<file path="src/rtl/qsys_shield_pio_irq.sv">
// Shield pin event stage: two-flop sync, prescaled debounce, edge capture into
// sticky W1C flags, and a registered level interrupt on its own Avalon-MM slave.
module qsys_shield_pio_irq #(
  parameter int          WIDTH      = 26,
  parameter logic [31:0] PERIOD_RST = 32'd49999
) (
  input  logic             csi_MCLK_clk,
  input  logic             rsi_MRST_reset_n,
  input  logic [2:0]       avs_irq_address,
  input  logic [31:0]      avs_irq_writedata,
  input  logic [3:0]       avs_irq_byteenable,
  input  logic             avs_irq_write,
  input  logic             avs_irq_read,
  output logic [31:0]      avs_irq_readdata,
  output logic             avs_irq_waitrequest,
  input  logic [WIDTH-1:0] coe_pin_in,
  output logic             ins_INTRQ_irq
);

  logic [31:0]      lane_mask;
  logic [WIDTH-1:0] lane_w, wdata_w;
  logic             wr_cap, wr_mask, wr_rise, wr_fall, wr_period;
  logic [WIDTH-1:0] sync_p0, sync_p1, samp_p2, state_p2, state_d_p3;
  logic [WIDTH-1:0] capture, mask, rise_en, fall_en;
  logic [WIDTH-1:0] agree, rise, fall, clr;
  logic [31:0]      period, cnt;
  logic             tick;
  logic             unused_bits;

  function automatic logic [WIDTH-1:0] merge(input logic [WIDTH-1:0] old,
                                             input logic [WIDTH-1:0] data,
                                             input logic [WIDTH-1:0] lanes);
    return (old & ~lanes) | (data & lanes);
  endfunction

  function automatic logic [31:0] zext(input logic [WIDTH-1:0] v);
    logic [31:0] r;
    r = '0;
    r[WIDTH-1:0] = v;
    return r;
  endfunction

  assign lane_mask = {{8{avs_irq_byteenable[3]}}, {8{avs_irq_byteenable[2]}},
                      {8{avs_irq_byteenable[1]}}, {8{avs_irq_byteenable[0]}}};
  assign lane_w    = lane_mask[WIDTH-1:0];
  assign wdata_w   = avs_irq_writedata[WIDTH-1:0];
  assign wr_cap    = avs_irq_write && (avs_irq_address == 3'd1);
  assign wr_mask   = avs_irq_write && (avs_irq_address == 3'd2);
  assign wr_rise   = avs_irq_write && (avs_irq_address == 3'd3);
  assign wr_fall   = avs_irq_write && (avs_irq_address == 3'd4);
  assign wr_period = avs_irq_write && (avs_irq_address == 3'd5);

  assign tick  = (cnt == period);
  assign agree = ~(sync_p1 ^ samp_p2);
  assign rise  = state_p2 & ~state_d_p3;
  assign fall  = ~state_p2 & state_d_p3;
  assign clr   = wr_cap ? (wdata_w & lane_w) : '0;

  assign avs_irq_waitrequest = 1'b0;
  assign unused_bits = ^{avs_irq_read, avs_irq_writedata, lane_mask};

  // Stage p0/p1: pad synchroniser
  always_ff @(posedge csi_MCLK_clk or negedge rsi_MRST_reset_n) begin
    if (!rsi_MRST_reset_n) begin
      sync_p0 <= '0;
      sync_p1 <= '0;
    end else begin
      sync_p0 <= coe_pin_in;
      sync_p1 <= sync_p0;
    end
  end

  // A PERIOD write restarts the interval so the new terminal count is never overshot
  always_ff @(posedge csi_MCLK_clk or negedge rsi_MRST_reset_n) begin
    if (!rsi_MRST_reset_n) cnt <= '0;
    else if (wr_period || tick) cnt <= '0;
    else cnt <= cnt + 32'd1;
  end

  // Stage p2: debounce on tick, p3: edge history
  always_ff @(posedge csi_MCLK_clk or negedge rsi_MRST_reset_n) begin
    if (!rsi_MRST_reset_n) begin
      samp_p2    <= '0;
      state_p2   <= '0;
      state_d_p3 <= '0;
    end else begin
      if (tick) begin
        samp_p2  <= sync_p1;
        state_p2 <= merge(state_p2, sync_p1, agree);
      end
      state_d_p3 <= state_p2;
    end
  end

  // Set wins over clear so an edge coinciding with a W1C write is kept
  always_ff @(posedge csi_MCLK_clk or negedge rsi_MRST_reset_n) begin
    if (!rsi_MRST_reset_n) begin
      capture       <= '0;
      mask          <= '0;
      rise_en       <= '0;
      fall_en       <= '0;
      period        <= PERIOD_RST;
      ins_INTRQ_irq <= 1'b0;
    end else begin
      capture       <= (capture & ~clr) | (rise & rise_en) | (fall & fall_en);
      ins_INTRQ_irq <= |(capture & mask);
      if (wr_mask)   mask    <= merge(mask, wdata_w, lane_w);
      if (wr_rise)   rise_en <= merge(rise_en, wdata_w, lane_w);
      if (wr_fall)   fall_en <= merge(fall_en, wdata_w, lane_w);
      if (wr_period) period  <= (period & ~lane_mask) | (avs_irq_writedata & lane_mask);
    end
  end

  always_comb begin
    avs_irq_readdata = 32'd0;
    case (avs_irq_address)
      3'd0:    avs_irq_readdata = zext(state_p2);
      3'd1:    avs_irq_readdata = zext(capture);
      3'd2:    avs_irq_readdata = zext(mask);
      3'd3:    avs_irq_readdata = zext(rise_en);
      3'd4:    avs_irq_readdata = zext(fall_en);
      3'd5:    avs_irq_readdata = period;
      default: avs_irq_readdata = 32'd0;
    endcase
  end

endmodule

</file>
<file path="config.mk">
export PLATFORM = sky130hd
export DESIGN_NAME = qsys_shield_pio_irq
export DESIGN_NICKNAME = d
export VERILOG_FILES = /design/src/rtl/qsys_shield_pio_irq.sv
export SDC_FILE = /design/constraint.sdc
export NUM_CORES = 1
export LEC_CHECK = 0
export BUFFER_PORTS_ARGS = -buffer_cell sky130_fd_sc_hd__clkbuf_2
export CELL_PAD_IN_SITES_DETAIL_PLACEMENT = 0
export CELL_PAD_IN_SITES_GLOBAL_PLACEMENT = 1
export CORE_ASPECT_RATIO = 0.9
export CORE_MARGIN = 2
export CORE_UTILIZATION = 49
export DETAILED_ROUTE_END_ITERATION = 10
export PLACE_DENSITY_LB_ADDON = 0.25
export SYNTH_ARGS = -nofsm -noshare
export SYNTH_HDL_FRONTEND = slang
export SYNTH_SLANG_ARGS = --single-unit
</file>
<file path="constraint.sdc">
create_clock -name csi_MCLK_clk -period 3 [get_ports csi_MCLK_clk]
set_clock_uncertainty 0.2 [all_clocks]
set_input_delay 0.15 -clock csi_MCLK_clk [delete_from_list [all_inputs] [get_ports csi_MCLK_clk]]
set_output_delay 0.15 -clock csi_MCLK_clk [all_outputs]
set_load 0.03 [all_outputs]
</file>
Yosys cells after proc, flatten, opt, wreduce, memory -nomap -nowiden
Cells that the tools add are included.
{"block": "totals", "register_bits": 299, "latch_bits": 0, "ramBits": 0, "romBits": 0, "inputBits": 69, "out_inout_bits": 34, "elab_cells": 59, "mem_count": 0}
{"block": "op_classes", "n_addsub": 1, "mul": 0, "div": 0, "order_cmp": 0, "eq_ne": 6, "shift": 0, "muxes": 3, "n_bitwise": 29, "reduce_logical": 8}
{"cell": "AND 26 bit", "count": 12}
{"cell": "case mux 32 bit (6 select lines)", "count": 1}
{"cell": "NOT 26 bit", "count": 6}
{"cell": "bitwise OR 26 bit", "count": 6}
{"cell": "AND 32 bit", "count": 2}
{"cell": "adder 32 x 1 -> 32 bit, second input constant", "count": 1}
{"cell": "equality test 32 bit", "count": 1}
{"cell": "two-way mux 32 bit", "count": 1}
{"cell": "NOT 32 bit", "count": 1}
{"cell": "bitwise OR 32 bit", "count": 1}
{"cell": "two-way mux 26 bit", "count": 1}
{"cell": "OR reduction 26 bit", "count": 1}
{"cell": "bitwise XOR 26 bit", "count": 1}
{"cell": "equality test 3 x 2 -> 1 bit, second input constant", "count": 2}
{"cell": "equality test 3 bit, second input constant", "count": 2}
{"cell": "logical AND 1 bit", "count": 5}
{"cell": "equality test 3 x 1 -> 1 bit, second input constant", "count": 1}
{"cell": "logical NOT 3 bit", "count": 1}
{"cell": "logical OR 1 bit", "count": 1}

Logic depth before layout (Yosys ltp)
Gate-level depths: netlist of the first run.
{"block": "depth", "depth_word": 7, "ltp_mapped": 9, "depth_no_buf": 6}

Worst setup path after synthesis of the first run
OpenSTA, ideal clock, no wires.
{"block": "synth_path", "path_type": "reg2reg", "start": "register cnt[7]", "end": "register samp_p2[10]", "setup_time_ns": 0.125, "t_arrival_ns": 1.878, "required_ns": 2.675, "slack_ns": 0.797, "stages_incl_launch_ff": 9, "path_buffers": 3, "period_less_slack_ns": 2.203, "path_cell_list": "dfrtp_1 > buf_6 > xor2_1 > nor4_1 > nand4_1 > buf_4 > nor2_4 > buf_4 > mux2_2"}
{"block": "synth_between", "elab_chain_len": 1}
{"element": "from (decl)", "line_no": "26", "source": "logic [31:0] period, cnt;"}
{"element": "from (signal assigned)", "line_no": "77", "source": "else cnt <= cnt + 32'd1;"}
{"element": "equality test 32 bit", "line_no": "53", "source": "assign tick = (cnt == period);"}
{"element": "to (signal assigned)", "line_no": "88", "source": "samp_p2 <= sync_p1;"}
{"element": "to (decl)", "line_no": "23", "source": "logic [WIDTH-1:0] sync_p0, sync_p1, samp_p2, state_p2, state_d_p3;"}
No other way between the ends.
A chain may end at the register's enable or synchronous reset.

Final worst setup path of the first run
{"block": "layout_path", "start": "register cnt[5]", "end": "register samp_p2[16]"}
Same word-level chain as after synthesis.

==> results of run 1 <==
[cells by family (layout without fill, tap and decap cells)]
group                    count (synthesis)  in the layout
AO/OA/AOI/OAI                          220            220
XOR/XNOR                                62             62
adder cells (fa/ha/maj)                  1              1
buffers and inverters                   67            285
flip-flops                             299            299
multiplexers                           136            136
other                                    1              3
AND/OR/NAND/NOR                        245            245
[cell usage after synthesis (6+ instances only)]
cell / n
dfrtp_1: 290
mux2_2: 136
a22oi_1: 85
o21ai_0: 76
nand2_1: 69
xor2_1: 56
o211ai_1: 52
nor2_1: 50
nand3_1: 46
nand3b_1: 28
clkbuf_1: 27
inv_1: 25
nand4_1: 14
and3_1: 10
dfstp_2: 9
nor4_1: 9
and2_1: 7
buf_2: 6
xnor2_1: 6
[layer usage]
layer / wire length [um] / GRT usage (%) / vias to the layer above
met5: 11 / 0 / -
met4: 713 / 6.05 / 2
met3: 1800 / 3.95 / 58
met2: 14700 / 38.5 / 251
met1: 14800 / 35.7 / 4510
li1: - / - / 4139
[layout make-up]
| cell class | count | share of cell area (%) |
|---|---|---|
| Sequential cell | 299 | 48.5 |
| Timing Repair Buffer | 202 | 9.61 |
| Clock inverter | 14 | 1.49 |
| Multi-Input combinational cell | 665 | 31.3 |
| Tap cell | 342 | 2.77 |
| Inverter | 25 | 0.607 |
| Antenna cell | 2 | 0.0324 |
| Clock buffer | 44 | 5.73 |
[power by group through the flow]
stage	Sequential [mW]	Combinational, mW	Clock (mW)
2_1_floorplan	5.17	1.15	0
3_3_place_gp	5.39	1.54	0
3_5_place_dp	5.41	1.58	0
4_1_cts	5.34	1.65	4.22
5_1_grt	5.45	1.81	4.40
6_report	5.35	1.63	4.15
[worst paths after layout]
check	endpoint	slack [ns]	from
setup / recovery	samp_p2[16]$_DFFE_PN0N_	0.29	cnt[5]$_DFF_PN0_
hold / removal	async pin	-0.007	rsi_MRST_reset_n
setup reg to reg	samp_p2[16]$_DFFE_PN0N_	0.29	cnt[5]$_DFF_PN0_
hold reg to reg	sync_p1[0]$_DFF_PN0_	0.15	sync_p0[0]$_DFF_PN0_
max in group asynchronous	async pin	1.70	rsi_MRST_reset_n
min in group csi_MCLK_clk	sync_p0[1]$_DFF_PN0_	0.03	coe_pin_in[1]
[worst max-delay path: cells and delay by family (launching register included)]
family        cells  cell delay (ns)
buf+inv           2             0.49
flops             1             0.46
mux               1             0.36
xor+xnor          1             0.19
simple gates      3             0.87
[cells in the final DEF (no fill, tap or decap), drive strengths merged, types with 11 or more instances in the layout]
master / netlist / final
dfrtp: 290 / 290
inv: 25 / 26
nor4: 11 / 11
o21ai: 77 / 77
o211ai: 52 / 52
nand3: 46 / 46
mux2: 136 / 136
xor2: 56 / 56
dlygate4sd3: 0 / 63
buf: 15 / 40
nand4: 15 / 15
a22oi: 85 / 85
nor2: 51 / 51
nand3b: 28 / 28
clkbuf: 27 / 143
nand2: 69 / 69
[per-stage QoR]
stage	hold WS, ns	instances	setup WS [ns]	util [%]	total power, mW
floorplan	-0.346	1031	0.797	-	6.32
global placement	0.00230	1470	0.317	54.4	6.92
detailed placement	-0.00249	1470	0.339	54.4	6.99
CTS	0.00261	1591	0.316	61.3	11.2
global route	0.0102	1591	0.152	61.3	11.7
finish	-0.00704	1593	0.286	61.3	11.1
[timing repair]
item	CTS	global route
hold buffers	63	0
buffers inserted	0	0
endpoints found under the hold margin	430	0
==> flow_summary.ini, run 1 <==
[synth]
yosysTopAreaCell = dfrtp_1
ys.flop_type = dfrtp_1
synthMuxAreaShare_pct = 12.1
avgSynthCellArea_um2 = 12.2
synth_compound_area_share_pct = 11.6
synth-edff-count = 0
ys_seq_area_share_pct = 59.4
synth-async-reset-ratio_pct = 100
yosysWarningCount = 0
synth_simple_gate_area_share_pct = 9.93
syn_inst = 1031
synth.area.top_cells = dfrtp_1 58%, mux2_2 12%, a22oi_1 5.1%
netlist_area_mm2 = 0.0126
synthAdderAreaFrac_pct = 0.0992
ys_ff_latch = 299
syn-num-nets = 1101
yosysUniqueCellTypes = 36
synth_top_area_share_pct = 57.6
synth_top_family_by_area = multiplexers
synth_xor_area_share_pct = 4.31

[cts]
clockBufferDepth = 3
root_buffer = clkbuf_16
clk_latency_ns = 0.56
cts_buffers = 31
clk_pin_slew_worst_paths_ns = 0.06
cts_resized = 0
htreeDepth = 1
cts_tree = done
clock-sinks = 299

[drt]
drt-initial-drc-count = 756
firstDrtPassIters = 5
drt_wl_total_um = 32100
vias = 8960
vias_per_cell = 5.62
antenna_left = 0
post_drt_wl_per_cell_um = 20.1
drc = 0

[placement]
gp_congestion = 0.872
dp_hpwl_um = 21600
io_buffer_count = 100
dpl_cell_area_mm2 = 0.0137

[critical_path]
path_cells = xor2_1 > nor4_1 > nand4_1 > buf_12 > nor2_4 > buf_4 > mux2_2
slowest_stage = nor4_1
startpoint_type = flop
crit_required_ns = 3.24
r2r_cells = 7
cpPeakStageDelay_ns = 0.51
crit_type = reg -> reg
cp_data_arrival_time_ns = 2.96
crit_fanout = 29
end_kind = flop

[global_route]
grt_pass1_vias = 8941
grt_pass1_wl_um = 51300
grt_max_degree = 81
grt_use_total_pct = 24.4
antenna_found_initial = 1
grt.overflow.total = 0

[power]
internal_power_mw = 8.11
power_frac_seq_pct = 48.1
power_frac_comb_pct = 14.6
peakVddDrop_mv = 0.539
sw_frac_of_total_pct = 27.1
p_per_area_mw_per_mm2 = 721
p_clk_share_pct = 37.3
p_switching_mw = 3.02
p_leak_nw = 6.77

[floorplan]
die_h_um = 156
start_util_pct = 50.1
io_pins = 103
core-area_mm2 = 0.0252
dieWidth_um = 173
rows = 55
fp.dieArea_mm2 = 0.0270

[timing]
rsz0062_at_grt = false
relSlewSlack_pct = 49.3
finalSetupViolations = 0
fmax_mhz = 368
drv_slew = 0
tightest_slew_ns = 0.758
hold_viol_final = 9
holdWs_ns = -0.00704
fin_crit_sh_pct = 90.5
fin_crit_ns = 2.71
fin_setup_tns_ns = 0

[status]
run_status = finished with violations
violations = hold timing

[cells_and_area]
final_layout_size_suffix_gt1_share_pct = 27.5
fill_cells = 2057
final_area_mm2 = 0.0154
final_nets = 1294
register_area_mm2 = 0.00749
multiInputGateArea_mm2 = 0.00483
area_growth_pct = 22.5

[flow_run]
drv_cap = 0

[hold_path]
min_path_type = in -> async
No activity file was read; power rests on OpenSTA's default activity.
==> run 2: changes to the inputs <==
clock period = 2.99 ns   (was 3 ns; I/O delays follow)
==> run 2 against run 1 <==
  * The flow now finishes without violations
  * Clock power shrank 5%
  * Count of clock-buffer cells in the layout is 2 lower
  * Hold slack better by 0.0092 ns
==> flow_summary.ini, run 2 (synthesized netlist as in run 1, its figures left out) <==
[floorplan]
rows = 55
die_h_um = 156
dieWidth_um = 173
fp.dieArea_mm2 = 0.0270
start_util_pct = 50.1
io_pins = 103
core-area_mm2 = 0.0252

[critical_path]
cp_data_arrival_time_ns = 2.84
startpoint_type = flop
crit_type = reg -> reg
cpPeakStageDelay_ns = 0.56
crit_family = simple AND/OR/NAND/NOR gates
slowest_stage = dfstp_2
crit_fanout = 10
end_kind = flop
crit_required_ns = 3.22
path_cells = xor2_1 > nor4_1 > nand4_1 > nor2_4 > buf_4 > mux2_2
path_buf_inv = 1

[cells_and_area]
instances_no_fill = 1589
layout_common_cells = 290 x dfrtp_1, 136 x mux2_2, 99 x clkbuf_2
multiInputGateArea_mm2 = 0.00483
final_common_cell = dfrtp_1
area_growth_pct = 22.1
final_util_pct = 61.1
register_area_mm2 = 0.00749
final_layout_size_suffix_gt1_share_pct = 27.4
final_nets = 1293
fill_cells = 2096
final_area_mm2 = 0.0154

[cts]
post_cts_buffers = 0
cts_resized = 0
cts_tree = done
clk_latency_ns = 0.56
ctsHoldBuffers = 63
htreeDepth = 1
clockBufferDepth = 3
cts_buffers = 30
clk_pin_slew_worst_paths_ns = 0.06
clock-sinks = 299
root_buffer = clkbuf_16

[timing]
tightest_slew_ns = 0.719
fin_crit_ns = 2.62
drv_slew = 0
fin_crit_sh_pct = 87.5
relSlewSlack_pct = 51.9
hold_viol_final = 0
fin_setup_tns_ns = 0
finalSetupViolations = 0
fmax_mhz = 382
rsz0062_at_grt = false

[drt]
drc = 0
drt_wl_total_um = 32300
vias_per_cell = 5.69
antenna_left = 0
firstDrtPassIters = 6
drt-initial-drc-count = 738
vias = 9042
post_drt_wl_per_cell_um = 20.3

[global_route]
antenna_found_initial = 2
grt_pass1_wl_um = 50700
grt_max_degree = 78
grt_pass1_vias = 8893
grt_use_total_pct = 24.2
grt.overflow.total = 0

[placement]
place_inst = 1470
gp_congestion = 0.865
dp_hpwl_um = 21600
dpl_cell_area_mm2 = 0.0137
io_buffer_count = 100

[status]
run_status = finished, final reports clean

[hold_path]
min_path_type = in -> async

[power]
p_per_area_mw_per_mm2 = 712
p_leak_nw = 6.74
power_mw = 11.0
peakVddDrop_mv = 0.489

[flow_run]
drv_cap = 0
run 2: per-layer routing:
| metal | up-vias | share of wire, % | global-route usage (%) |
|---|---|---|---|
| met3 | 57 | 5.4 | 3.29 |
| met4 | 2 | 2.6 | 6.90 |
| met2 | 285 | 45 | 38.0 |
| met5 | - | 0.040 | 0 |
| met1 | 4568 | 47 | 35.5 |
| li1 | 4130 | - | - |
run 2: area by class of cell:
type	count	area share, %
antenna	1	0.0163
clock buffer	42	5.70
clock inverter	13	1.12
inverter	25	0.610
multi-input combinational	665	31.4
sequential	299	48.7
tap	342	2.78
timing repair buffer	202	9.72
run 2: metrics by stage:
step,worst slack (ns),hold slack (ns)
after floorplan,0.787,-0.346
after global placement,0.432,-0.00562
after detailed placement,0.398,-0.00735
after CTS,0.379,0.00987
after global routing,0.250,0.0279
final,0.375,0.00221
run 2: power breakdown:
part | switching (mW) | internal [mW] | leakage, nW | total [mW]
combinational | 0.816 | 0.829 | 2.74 | 1.64
sequential | 0.619 | 4.74 | 3.48 | 5.36
clock | 1.57 | 2.38 | 0.523 | 3.95
run 2: worst paths after layout:
| kind | endpoint | from | slack (ns) | cells after the start |
|---|---|---|---|---|
| min reg2reg | sync_p1[4]$_DFF_PN0_ | sync_p0[4]$_DFF_PN0_ | 0.14 | 0 |
| max | samp_p2[10]$_DFFE_PN0N_ | flop | 0.37 | 6 |
| min in group csi_MCLK_clk | capture[16]$_DFF_PN0_ | avs_irq_byteenable[2] | 0.02 | 4 |
| min | async pin | rsi_MRST_reset_n | 0.002 | 2 |
| max reg2reg | samp_p2[10]$_DFFE_PN0N_ | flop | 0.37 | 6 |
| max in group asynchronous | async pin | rsi_MRST_reset_n | 1.78 | 3 |
